$ cat src/rtl/uart_cmd_parser.sv
// -----------------------------------------------------------------------------
// uart_cmd_parser
//
// Byte-stream command parser sitting between a UART receiver and the
// per-channel pattern register banks. Each completed frame produces one
// wr_valid_o strobe carrying the command code, channel index and payload.
// The register banks decode wr_cmd_o and wr_ch_o themselves.
//
// Frames (first byte is the command code):
//   PERIOD : cmd, slow, fast
//   FREQ   : cmd, PACK_NUM pattern bytes
//   DATA   : cmd, ch, PACK_NUM pattern bytes
//   REPEAT : cmd, ch, repeat byte
//   CTRL   : cmd, ch, ctrl byte
// Payload byte k lands in wr_data_o[8k+7:8k]; short payloads are zero-extended.
//
// Errors (one-cycle err_o strobe, code on err_code_o):
//   0 unknown command, 1 channel >= CH_NUM, 2 inter-byte timeout,
//   3 checksum mismatch (only when CMD_CHECKSUM_EN is defined).
//
// Build option:
//   CMD_CHECKSUM_EN - every frame carries a trailing byte equal to the XOR
//                     of all preceding frame bytes, verified in state CHECK.
//
// Ports:
//   clk_i          in   system clock
//   rst_n          in   asynchronous reset, active-high
//   data_i         in   received byte, valid with rx_done_tick_i
//   rx_done_tick_i in   one-cycle byte strobe from UART RX
//   wr_valid_o     out  one-cycle frame-complete strobe
//   wr_cmd_o       out  command code of the completed frame
//   wr_ch_o        out  channel index (0 for PERIOD/FREQ)
//   wr_data_o      out  frame payload, first payload byte in bits [7:0]
//   err_o          out  one-cycle error strobe
//   err_code_o     out  error code of the most recent error
//   busy_o         out  high while a frame is in progress
// -----------------------------------------------------------------------------
module uart_cmd_parser #(
  parameter int         DATA_BIT    = 32,
  parameter int         CH_NUM      = 8,
  parameter int         TIMEOUT_CYC = 100000,
  parameter logic [7:0] CMD_PERIOD  = 8'h01,
  parameter logic [7:0] CMD_FREQ    = 8'h02,
  parameter logic [7:0] CMD_DATA    = 8'h03,
  parameter logic [7:0] CMD_REPEAT  = 8'h04,
  parameter logic [7:0] CMD_CTRL    = 8'h05
) (
  input  logic                      clk_i,
  input  logic                      rst_n,
  input  logic [7:0]                data_i,
  input  logic                      rx_done_tick_i,
  output logic                      wr_valid_o,
  output logic [7:0]                wr_cmd_o,
  output logic [$clog2(CH_NUM)-1:0] wr_ch_o,
  output logic [DATA_BIT-1:0]       wr_data_o,
  output logic                      err_o,
  output logic [1:0]                err_code_o,
  output logic                      busy_o
);

  localparam int PACK_NUM = DATA_BIT / 8;
  localparam int CH_W     = $clog2(CH_NUM);
  localparam int CNT_W    = $clog2(PACK_NUM + 1);
  localparam int TO_W     = $clog2(TIMEOUT_CYC);

  localparam logic [TO_W-1:0] TO_LAST = TO_W'(TIMEOUT_CYC - 1);

  localparam logic [1:0] ERR_CMD     = 2'd0;
  localparam logic [1:0] ERR_CH      = 2'd1;
  localparam logic [1:0] ERR_TIMEOUT = 2'd2;
`ifdef CMD_CHECKSUM_EN
  localparam logic [1:0] ERR_CSUM    = 2'd3;
`endif

  typedef enum logic [2:0] {
    S_IDLE,
    S_CHAN,
    S_PAYLOAD,
    S_DONE
`ifdef CMD_CHECKSUM_EN
    , S_CHECK
`endif
  } state_t;

  state_t              state_q, state_n;
  logic [7:0]          cmd_q, cmd_n;
  logic [CH_W-1:0]     ch_q, ch_n;
  logic [DATA_BIT-1:0] pay_q, pay_n;
  logic [CNT_W-1:0]    cnt_q, cnt_n;
  logic [TO_W-1:0]     to_q, to_n;
`ifdef CMD_CHECKSUM_EN
  logic [7:0]          csum_q, csum_n;
`endif

  logic                wr_valid_n;
  logic [7:0]          wr_cmd_n;
  logic [CH_W-1:0]     wr_ch_n;
  logic [DATA_BIT-1:0] wr_data_n;
  logic                err_n;
  logic [1:0]          err_code_n;

  // Commands whose frame carries a channel byte after the command code.
  function automatic logic has_chan(input logic [7:0] cmd);
    return (cmd == CMD_DATA) || (cmd == CMD_REPEAT) || (cmd == CMD_CTRL);
  endfunction

  // Commands that go straight from the command byte to the payload.
  function automatic logic no_chan(input logic [7:0] cmd);
    return (cmd == CMD_PERIOD) || (cmd == CMD_FREQ);
  endfunction

  // Number of payload bytes following the command (and channel) byte.
  function automatic logic [CNT_W-1:0] payload_len(input logic [7:0] cmd);
    logic [CNT_W-1:0] len;
    if (cmd == CMD_PERIOD)
      len = CNT_W'(2);
    else if ((cmd == CMD_REPEAT) || (cmd == CMD_CTRL))
      len = CNT_W'(1);
    else
      len = CNT_W'(PACK_NUM);
    return len;
  endfunction

  assign busy_o = (state_q != S_IDLE);

  always_comb begin
    state_n    = state_q;
    cmd_n      = cmd_q;
    ch_n       = ch_q;
    pay_n      = pay_q;
    cnt_n      = cnt_q;
    to_n       = to_q;
    wr_valid_n = 1'b0;
    wr_cmd_n   = wr_cmd_o;
    wr_ch_n    = wr_ch_o;
    wr_data_n  = wr_data_o;
    err_n      = 1'b0;
    err_code_n = err_code_o;
`ifdef CMD_CHECKSUM_EN
    csum_n     = csum_q;
`endif

    case (state_q)
      // DONE behaves like IDLE for an incoming strobe so a command byte
      // arriving right behind the previous frame is not lost.
      S_IDLE, S_DONE: begin
        state_n = S_IDLE;
        to_n    = '0;
        if (rx_done_tick_i) begin
          cmd_n = data_i;
          ch_n  = '0;
          pay_n = '0;
          cnt_n = '0;
`ifdef CMD_CHECKSUM_EN
          csum_n = data_i;
`endif
          if (has_chan(data_i)) begin
            state_n = S_CHAN;
          end else if (no_chan(data_i)) begin
            state_n = S_PAYLOAD;
          end else begin
            err_n      = 1'b1;
            err_code_n = ERR_CMD;
          end
        end
      end

      // In-frame states: CHAN, PAYLOAD and (optionally) CHECK.
      default: begin
        if (rx_done_tick_i) begin
          to_n = '0;
`ifdef CMD_CHECKSUM_EN
          csum_n = csum_q ^ data_i;
`endif
          case (state_q)
            S_CHAN: begin
              if ({24'd0, data_i} < 32'(CH_NUM)) begin
                ch_n    = data_i[CH_W-1:0];
                state_n = S_PAYLOAD;
              end else begin
                err_n      = 1'b1;
                err_code_n = ERR_CH;
                state_n    = S_IDLE;
              end
            end

            S_PAYLOAD: begin
              for (int k = 0; k < PACK_NUM; k++) begin
                if (cnt_q == CNT_W'(k))
                  pay_n[8*k +: 8] = data_i;
              end
              if ((cnt_q + CNT_W'(1)) == payload_len(cmd_q)) begin
`ifdef CMD_CHECKSUM_EN
                state_n = S_CHECK;
`else
                state_n    = S_DONE;
                wr_valid_n = 1'b1;
                wr_cmd_n   = cmd_q;
                wr_ch_n    = ch_q;
                wr_data_n  = pay_n;
`endif
              end else begin
                cnt_n = cnt_q + CNT_W'(1);
              end
            end

`ifdef CMD_CHECKSUM_EN
            S_CHECK: begin
              if (data_i == csum_q) begin
                state_n    = S_DONE;
                wr_valid_n = 1'b1;
                wr_cmd_n   = cmd_q;
                wr_ch_n    = ch_q;
                wr_data_n  = pay_q;
              end else begin
                err_n      = 1'b1;
                err_code_n = ERR_CSUM;
                state_n    = S_IDLE;
              end
            end
`endif

            default: state_n = S_IDLE;
          endcase
        end else if (to_q == TO_LAST) begin
          // This idle cycle brings the gap to TIMEOUT_CYC: drop the frame.
          err_n      = 1'b1;
          err_code_n = ERR_TIMEOUT;
          state_n    = S_IDLE;
          to_n       = '0;
        end else begin
          to_n = to_q + TO_W'(1);
        end
      end
    endcase
  end

  always_ff @(posedge clk_i or posedge rst_n) begin
    if (rst_n) begin
      state_q    <= S_IDLE;
      cmd_q      <= '0;
      ch_q       <= '0;
      pay_q      <= '0;
      cnt_q      <= '0;
      to_q       <= '0;
`ifdef CMD_CHECKSUM_EN
      csum_q     <= '0;
`endif
      wr_valid_o <= 1'b0;
      wr_cmd_o   <= '0;
      wr_ch_o    <= '0;
      wr_data_o  <= '0;
      err_o      <= 1'b0;
      err_code_o <= '0;
    end else begin
      state_q    <= state_n;
      cmd_q      <= cmd_n;
      ch_q       <= ch_n;
      pay_q      <= pay_n;
      cnt_q      <= cnt_n;
      to_q       <= to_n;
`ifdef CMD_CHECKSUM_EN
      csum_q     <= csum_n;
`endif
      wr_valid_o <= wr_valid_n;
      wr_cmd_o   <= wr_cmd_n;
      wr_ch_o    <= wr_ch_n;
      wr_data_o  <= wr_data_n;
      err_o      <= err_n;
      err_code_o <= err_code_n;
    end
  end

endmodule
$ cat config.mk
export PLATFORM = sky130hd
export DESIGN_NAME = uart_cmd_parser
export DESIGN_NICKNAME = d
export VERILOG_FILES = /design/src/rtl/uart_cmd_parser.sv
export SDC_FILE = /design/constraint.sdc
export NUM_CORES = 1
export LEC_CHECK = 0
export CAP_MARGIN = 20
export CORE_AREA = 2 2 119 86
export DETAILED_ROUTE_END_ITERATION = 7
export DIE_AREA = 0 0 121 88
export HOLD_SLACK_MARGIN = 0.05
export PLACE_DENSITY = 0.79
export SLEW_MARGIN = 20
export SYNTH_ARGS = -nofsm -noshare
export SYNTH_HDL_FRONTEND = slang
export SYNTH_SLANG_ARGS = --single-unit
$ cat constraint.sdc
create_clock -name clk_i -period 4.5 [get_ports clk_i]
set_input_delay 0.45 -clock clk_i [delete_from_list [all_inputs] [get_ports clk_i]]
set_output_delay 0.45 -clock clk_i [all_outputs]
set_load 0.05 [all_outputs]
**Yosys cells after proc, flatten, opt, wreduce, memory -nomap -nowiden**

Index checks and enable logic that the tools add are counted.

- Bits in writable memories: 0
- Latch bits: 0
- Memories kept: 0
- Flip-flop bits (word level): 113
- Memory bits (read-only): 0
- Bits of input ports: 11

- Bitwise gates (word level): 1
- Multiplexer cells: 54
- Divide/modulo/power cells: 0
- Reductions and logical operators: 20
- Order comparisons: 1
- Add/subtract/negate cells: 2
- Multipliers: 0
- Shift-type cells: 0
- Equal/unequal tests: 23

Operators with widths:

| kind | number |
|---|---|
| $mux W32 | 4 |
| $mux W3 | 18 |
| $mux W17 | 3 |
| $eq A8 B3 Y1 const B | 4 |
| $mux W8 | 4 |
| $mux W2 | 12 |
| $add A17 B1 Y17 const B | 1 |
| $eq A17 B17 Y1 const B | 1 |
| $eq A8 B1 Y1 const B | 2 |
| $eq A8 B2 Y1 const B | 2 |
| $eq A3 B2 Y1 const B | 4 |
| $mux W1 | 12 |
| $lt A8 B4 Y1 const B | 1 |
| $reduce_bool A2 Y1 | 4 |
| $eq A3 B1 Y1 const B | 2 |
| $logic_not A3 Y1 | 2 |
| $ne A2 B2 Y1 const B | 3 |
| $pmux W3 S2 | 1 |
| $reduce_and A2 Y1 | 3 |
| $reduce_and A3 Y1 | 2 |
| $reduce_and A6 Y1 | 1 |
| $reduce_bool A3 Y1 | 2 |
| $logic_or A1 B1 Y1 | 4 |
| $ne A4 B4 Y1 const B | 1 |
| 8 further kinds | 8 |

**Depth between registers and ports, before layout**

Gate-level depths: netlist of the first run.

- Depth in word-level cells: 12
- Depth in mapped cells: 8
- Mapped depth without buffers: 6

**Worst setup path before layout of the first run**

OpenSTA, ideal clock, no wires.

- Path type: register -> register
- From: reg cnt_q[0]
- To: reg wr_cmd_o[1]
- Data arrival time: 2.370 ns
- Slack: 2.005 ns
- Buffers on the path: 1
- Clock period less this slack: 2.495 ns
- Required time: 4.375 ns
- Cell stages (with the launch flop): 8
- Path through: dfrtp_1 -> ha_1 -> ha_1 -> or3b_1 -> a31o_2 -> a21oi_4 -> buf_6 -> mux2_2

- Longest elaborated chain between the ends: 3

Ends and longest elaborated chain:

| what | RTL line | RTL |
|---|---|---|
| from (decl) | 89 | `logic [CNT_W-1:0] cnt_q, cnt_n;` |
| from (signal assigned) | 260 | `cnt_q <= cnt_n;` |
| $add A3 B1 Y3 | 192 | `if ((cnt_q + CNT_W'(1)) == payload_len(cmd_q)) begin` |
| $eq A3 B3 Y1 | 192 |  |
| $reduce_and A4 Y1 (no source line) | - |  |
| to (signal assigned) | 266 | `wr_cmd_o <= wr_cmd_n;` |
| to (decl) | 53 | `output logic [7:0] wr_cmd_o,` |

Every way passes these cells.
A chain may end at the register's enable or synchronous reset.

**Final worst setup path of the first run**

- From: reg cnt_q[0]
- To: reg wr_data_o[16]

- Longest elaborated chain between the ends: 3
- Elaborated cells on any way between the ends: 5
- Those cells by class: add/sub: 1; eq/ne: 2; mux: 1; reduce/logical: 1

Ends and longest elaborated chain:

| what | RTL line | RTL |
|---|---|---|
| $add A3 B1 Y3 | 192 |  |
| $eq A3 B3 Y1 | 192 |  |
| $reduce_and A4 Y1 (no source line) | - |  |
| to (signal assigned) | 268 | `wr_data_o <= wr_data_n;` |
| to (decl) | 55 | `output logic [DATA_BIT-1:0] wr_data_o,` |

Parallel ways exist; a longest one is shown, timed or not.

==> flow_summary.yaml, run 1 <==
timing:
  max_slew_margin_pct: 40.94
  final-setup-viol-count: 0
  hold_viol_final: 0
  rsz0062_at_grt: "no"
  max_freq_mhz: 316.2
  finalClockSkew_ns: 0.008897
  setup_tns_ns: 0
  finalMaxSlewViolations: 0
  min_period_ns: 3.163
  worst_pin_slew_ns: 0.8859
  period_share_pct: 70.28
critical_path:
  cp.depth: 7
  critPathTopFamily: "compound AO/OA/AOI/OAI gates"
  cpPeakStageDelay_ns: 0.67
  cp_max_fo: 24
  critPathBufInv: 1
  reg2regPathDepth: 7
  crit_type: "flip-flop to flip-flop"
  critPathMostFrequentCell: "ha_1"
  end_kind: "flip-flop"
  critPathLaunchType: "flip-flop"
  worstPathCellList: "ha_1 > ha_1 > or3b_1 > a31o_2 > a21oi_4 > buf_12 > mux2_1"
  cp.arrival_ns: 3.39
  cp_slowest_cell: "a21oi_4"
  critPathRequiredTime_ns: 4.73
routing:
  ant_nets: 0
  vias: 3573
  post_drt_wl_per_cell_um: 18.83
  drtIter0Drc: 335
  routed_wl_mm: 11.28
  firstDrtPassIters: 5
  avgViaCountPerCell: 5.965
  drc: 0
global_routing:
  grt_pass1_wl_mm: 19.01
  grt_pass1_vias: 3636
  grt_start_max_net_pins: 75
  gr-usage-all-layers_pct: 23.27
  grt_antenna_before_repair: 0
  overflow: 0
floorplan:
  initial_utilization_pct: 55.15
  rows: 30
  io_pins: 59
  die_h_um: 88
  core_um2: 9497
  die_area_um2: 10650
  die_width_um: 121
min_path:
  hold_class: "flip-flop to flip-flop"
  min_path_cells: 1
clocking:
  root_buffer: "clkbuf_16"
  cts_tree: "built"
  cts-buffers-inserted: 9
  path_clk_slew_ns: 0.07
  htreeDepth: 3
  clock-sinks: 112
  post_cts_resized: 0
  clockBufferDepth: 2
  clock_latency_ns: 0.35
  cts_setup_buffers: 0
  cts-hold-fix-buffers: 0
synth:
  yosysWarnings: 0
  ys_types: 51
  yosysTopAreaCell: "dfrtp_1"
  synth_common_cells: "dfrtp_1, mux2_2, mux2_1"
  ys_ff_latch: 112
  synth_nets: 442
  synth_ff_type: "dfrtp_1"
  synth_most_common_cell: "dfrtp_1"
  async_flop_share_pct: 100.0
  ys_seq_area_share_pct: 53.51
  synth_top_area_share_pct: 53.51
  syn_area_um2: 5238
  synth_edf_count: 0
  synth.area.top_cells: "dfrtp_1, mux2_2, mux2_1, a22o_1, ha_1"
  avgSynthCellArea_um2: 12.44
  netlist_instances: 421
finish:
  syn_to_final_growth_pct: 18.01
  drive_gt1_share_pct: 15.92
  diodes: 0
  stdcell_area_um2: 6181
  nets: 487
power_and_ir_drop:
  ir_worst_vdd_v: 0.0001985
  p_per_area_nw_per_um2: 318.1
  finalPower_mw: 1.966
  p_leak_nw: 2.809
run:
  drv_cap: 0
place:
  numPortBuffers: 58
  dp_hpwl_mm: 7.530
  place_area_um2: 5881
  gp_congestion: 0.9354
status:
  status: "finished clean"
==> flip-flops by register name, summed over array words and instances (netlist names) <==
signal,flops
wr_data_o,32
state_q,2
err_code_o,2
wr_valid_o,1
pay_q,32
cnt_q,3
err_o,1
wr_cmd_o,8
cmd_q,8
wr_ch_o,3
to_q,17
ch_q,3
==> layout make-up <==
| type | instances | area, um2 |
|---|---|---|
| sequential | 112 | 2803 |
| inverter | 12 | 47.55 |
| clock buffer | 10 | 229.0 |
| clock inverter | 6 | 67.56 |
| timing repair buffer | 60 | 608.1 |
| tap | 128 | 160.2 |
| fill | 740 | 3316 |
| multi-input combinational | 271 | 2266 |
==> final timing paths <==
check / slack, ns / endpoint / from
max: 1.34 / wr_data_o[16] / cnt_q[0]
min: 0.49 / wr_data_o[18] / wr_data_o[18]
max reg2reg: 1.34 / wr_data_o[16] / cnt_q[0]
min reg2reg: 0.49 / wr_data_o[18] / wr_data_o[18]
max in group asynchronous: 2.84 / pay_q[5] / rst_n
min in group asynchronous: 0.64 / to_q[1] / rst_n
==> routing by layer <==
| metal | GRT usage [%] | up-vias | share of wire, % |
|---|---|---|---|
| met5 | 0 | - | 0 |
| met4 | 6.342 | 0 | 1.2 |
| met3 | 5.859 | 11 | 6.3 |
| met2 | 35.19 | 125 | 45 |
| met1 | 33.77 | 1806 | 48 |
| li1 | - | 1631 | - |
==> per-stage QoR <==
stage	cells	setup slack, ns	hold slack [ns]	utilization (%)
floorplan	421	1.091	0.4606	-
global placement	583	1.507	0.4687	61.92
detailed placement	583	1.369	0.4737	61.92
CTS	599	1.354	0.4899	65.05
global route	599	1.200	0.4961	65.09
finish	599	1.337	0.4868	65.09
==> power by group <==
part           internal [mW]  total [mW]  switching, mW  leakage, nW
Clock                  0.434       0.797          0.363        0.139
Sequential              1.02        1.03         0.0123         1.54
Combinational         0.0540       0.140         0.0864         1.13
Total                   1.50        1.97          0.462         2.81
==> placed cells by master, fill, tap and decap left out, types with 3 or more instances in the layout <==
cell type,Yosys,routed
a21oi_1,4,4
a22o_1,32,32
a31oi_1,3,3
and3_1,7,7
clkbuf_16,0,9
clkdlybuf4s50_1,0,58
dfrtp_1,112,112
ha_1,10,10
inv_1,12,11
mux2_1,37,37
mux2_2,47,47
nand2_1,14,14
nand2b_1,4,4
nand3_1,12,12
nand4_1,8,8
nor2_1,19,19
nor3_1,4,4
o211ai_1,7,7
o21ai_0,6,6
o31ai_1,3,3
or2_2,4,4
or3_1,4,4
xnor2_1,3,3
xor2_1,10,10
==> logic make-up (layout without fill, tap and decap cells) <==
logic type,count (synthesis),in the layout,synth area share (%)
compound gates,72,72,10.97
xor+xnor,13,13,2.174
buf+inv,38,88,3.297
fa+ha+maj,10,10,2.389
flops,112,112,53.51
simple gates,92,92,9.604
mux,84,84,18.06
Power figures use the tool's default switching activity.
==> run 2: changes to the inputs <==
- CORE_AREA: 2 2 119 86 -> 2 2 125 90
- DIE_AREA: 0 0 121 88 -> 0 0 127 92
- PLACE_DENSITY: 0.79 -> 0.75
- clock period: 4.5 -> 2.7 ns (I/O delays scaled with it)
==> flow_summary.yaml, run 2 (synthesized netlist as in run 1, its figures left out) <==
status:
  status: "finished clean"
routing:
  routed_wl_mm: 11.67
  ant_nets: 0
  firstDrtPassIters: 4
  avgViaCountPerCell: 5.820
  drc: 0
  drtIter0Drc: 215
  vias: 3649
  post_drt_wl_per_cell_um: 18.62
critical_path:
  crit_type: "flip-flop to flip-flop"
  reg2reg_setup_slack_ns: 0.08
  reg2regPathDepth: 8
  end_kind: "flip-flop"
  r2r-end: "wr_cmd_o[1]"
  r2r_start: "cnt_q[0]"
  cp.arrival_ns: 2.84
  cp_max_fo: 18
  critPathLaunchType: "flip-flop"
  critPathRequiredTime_ns: 2.92
timing:
  max_slew_margin_pct: 60.27
  hold_viol_final: 0
  fin_ws_ns: 0.08477
  period_share_pct: 96.86
  finalMaxSlewViolations: 0
  min_period_ns: 2.615
  worst_pin_slew_ns: 0.5937
  finalClockSkew_ns: 0.01037
  max_freq_mhz: 382.4
  final-setup-viol-count: 0
power_and_ir_drop:
  p_int_mw: 2.485
  clockPowerShare_pct: 38.9
  p_per_area_nw_per_um2: 507.0
  power_frac_seq_pct: 53.0
  combPwrFrac_pct: 8.1
  p_switching_uw: 750.2
  p_leak_nw: 2.920
  ir_worst_vdd_v: 0.0003118
  p_sw_share_pct: 23.19
finish:
  top_regs: "pay_q (32), wr_data_o (32), to_q (17)"
  fin_cells: 627
  seqCellArea_um2: 2804
  final_cell_mix: "dfrtp_1, clkdlybuf4s50_1, mux2_2"
  multi_input_area_um2: 2262
  syn_to_final_growth_pct: 21.86
  nFillCells: 842
  drive_gt1_share_pct: 19.35
  final_common_cell: "dfrtp_1"
  nets: 507
  diodes: 0
clocking:
  cts-buffers-inserted: 9
  clockBufferDepth: 2
  cts-hold-fix-buffers: 0
  root_buffer: "clkbuf_16"
  path_clk_slew_ns: 0.07
  clock_latency_ns: 0.34
  htreeDepth: 3
  clock-sinks: 112
  cts_tree: "built"
global_routing:
  gr-usage-all-layers_pct: 21.01
  grt_antenna_before_repair: 0
  overflow: 0
  grt_pass1_wl_mm: 19.03
  grt_start_max_net_pins: 71
  grt_pass1_vias: 3594
floorplan:
  initial_utilization_pct: 49.18
  die_width_um: 127
  die_h_um: 92
  die_area_um2: 11680
  io_pins: 59
  core_um2: 10650
  rows: 32
min_path:
  hold_class: "primary input to asynchronous set/reset pin"
run:
  drv_cap: 0
place:
  post-place-ws_ns: 0.07699
  dp_hpwl_mm: 7.908
  numPortBuffers: 58
  placed_cells: 608
  gp_congestion: 0.8791
[run 2: worst max-delay path, stage by stage (launching register included)]
cell	delay, ns
dfrtp_2	0.44
ha_1	0.22
ha_1	0.34
or3b_1	0.42
a31o_2	0.27
a21oi_4	0.16
buf_12	0.15
buf_12	0.15
mux2_2	0.34
[run 2: how the worst max path moves through the flow]
stage | start | end | cells after the start
CTS | cnt_q[0] | wr_data_o[20] | 7
finish | cnt_q[0] | wr_cmd_o[1] | 8
detailed placement | cnt_q[0] | wr_data_o[20] | 7
floorplan | cnt_q[0] | wr_cmd_o[1] | 7
global placement | cnt_q[0] | wr_data_o[1] | 7
global route | cnt_q[0] | wr_cmd_o[1] | 8
[run 2: power by group through the flow]
stage	Sequential [mW]	Combinational, mW	Clock (mW)
global placement	1.75	0.251	0
floorplan	1.74	0.165	0
detailed placement	1.75	0.254	0
finish	1.71	0.261	1.26
CTS	1.71	0.256	1.30
global route	1.72	0.286	1.38
[run 2: layout make-up]
class	instances	share of cell area, %
clock buffers	12	4.019
clock inverters	4	0.4313
inverters	12	0.7646
multi-input cells	271	35.44
flip-flops and latches	112	43.93
well taps	136	2.666
repair buffers	80	12.74
[run 2: repair_timing]
item,4_1_cts,5_1_grt
resized for setup,0,1
endpoints found under the setup margin,0,32
setup buffers,0,2
[run 2: per-stage QoR]
step / hold WS [ns] / cell area (um2) / power (mW) / utilization (%) / TNS, ns
3_3_place_gp: 0.4687 / 6045 / 1.997 / 56.76 / 0
6_report: 0.2661 / 6382 / 3.236 / 59.93 / 0
3_5_place_dp: 0.4746 / 6045 / 2.000 / 56.76 / 0
5_1_grt: 0.2779 / 6382 / 3.379 / 59.93 / -0.009097
2_1_floorplan: 0.4606 / 5241 / 1.908 / - / 0
4_1_cts: 0.2633 / 6329 / 3.266 / 59.42 / 0
[run 2: metal layers]
metal	routed length (um)	vias up	global-route usage (%)
met2	5335	119	31.23
met3	668	8	4.842
met5	0	-	0
met4	108	0	5.403
met1	5561	1852	31.28
li1	-	1670	-
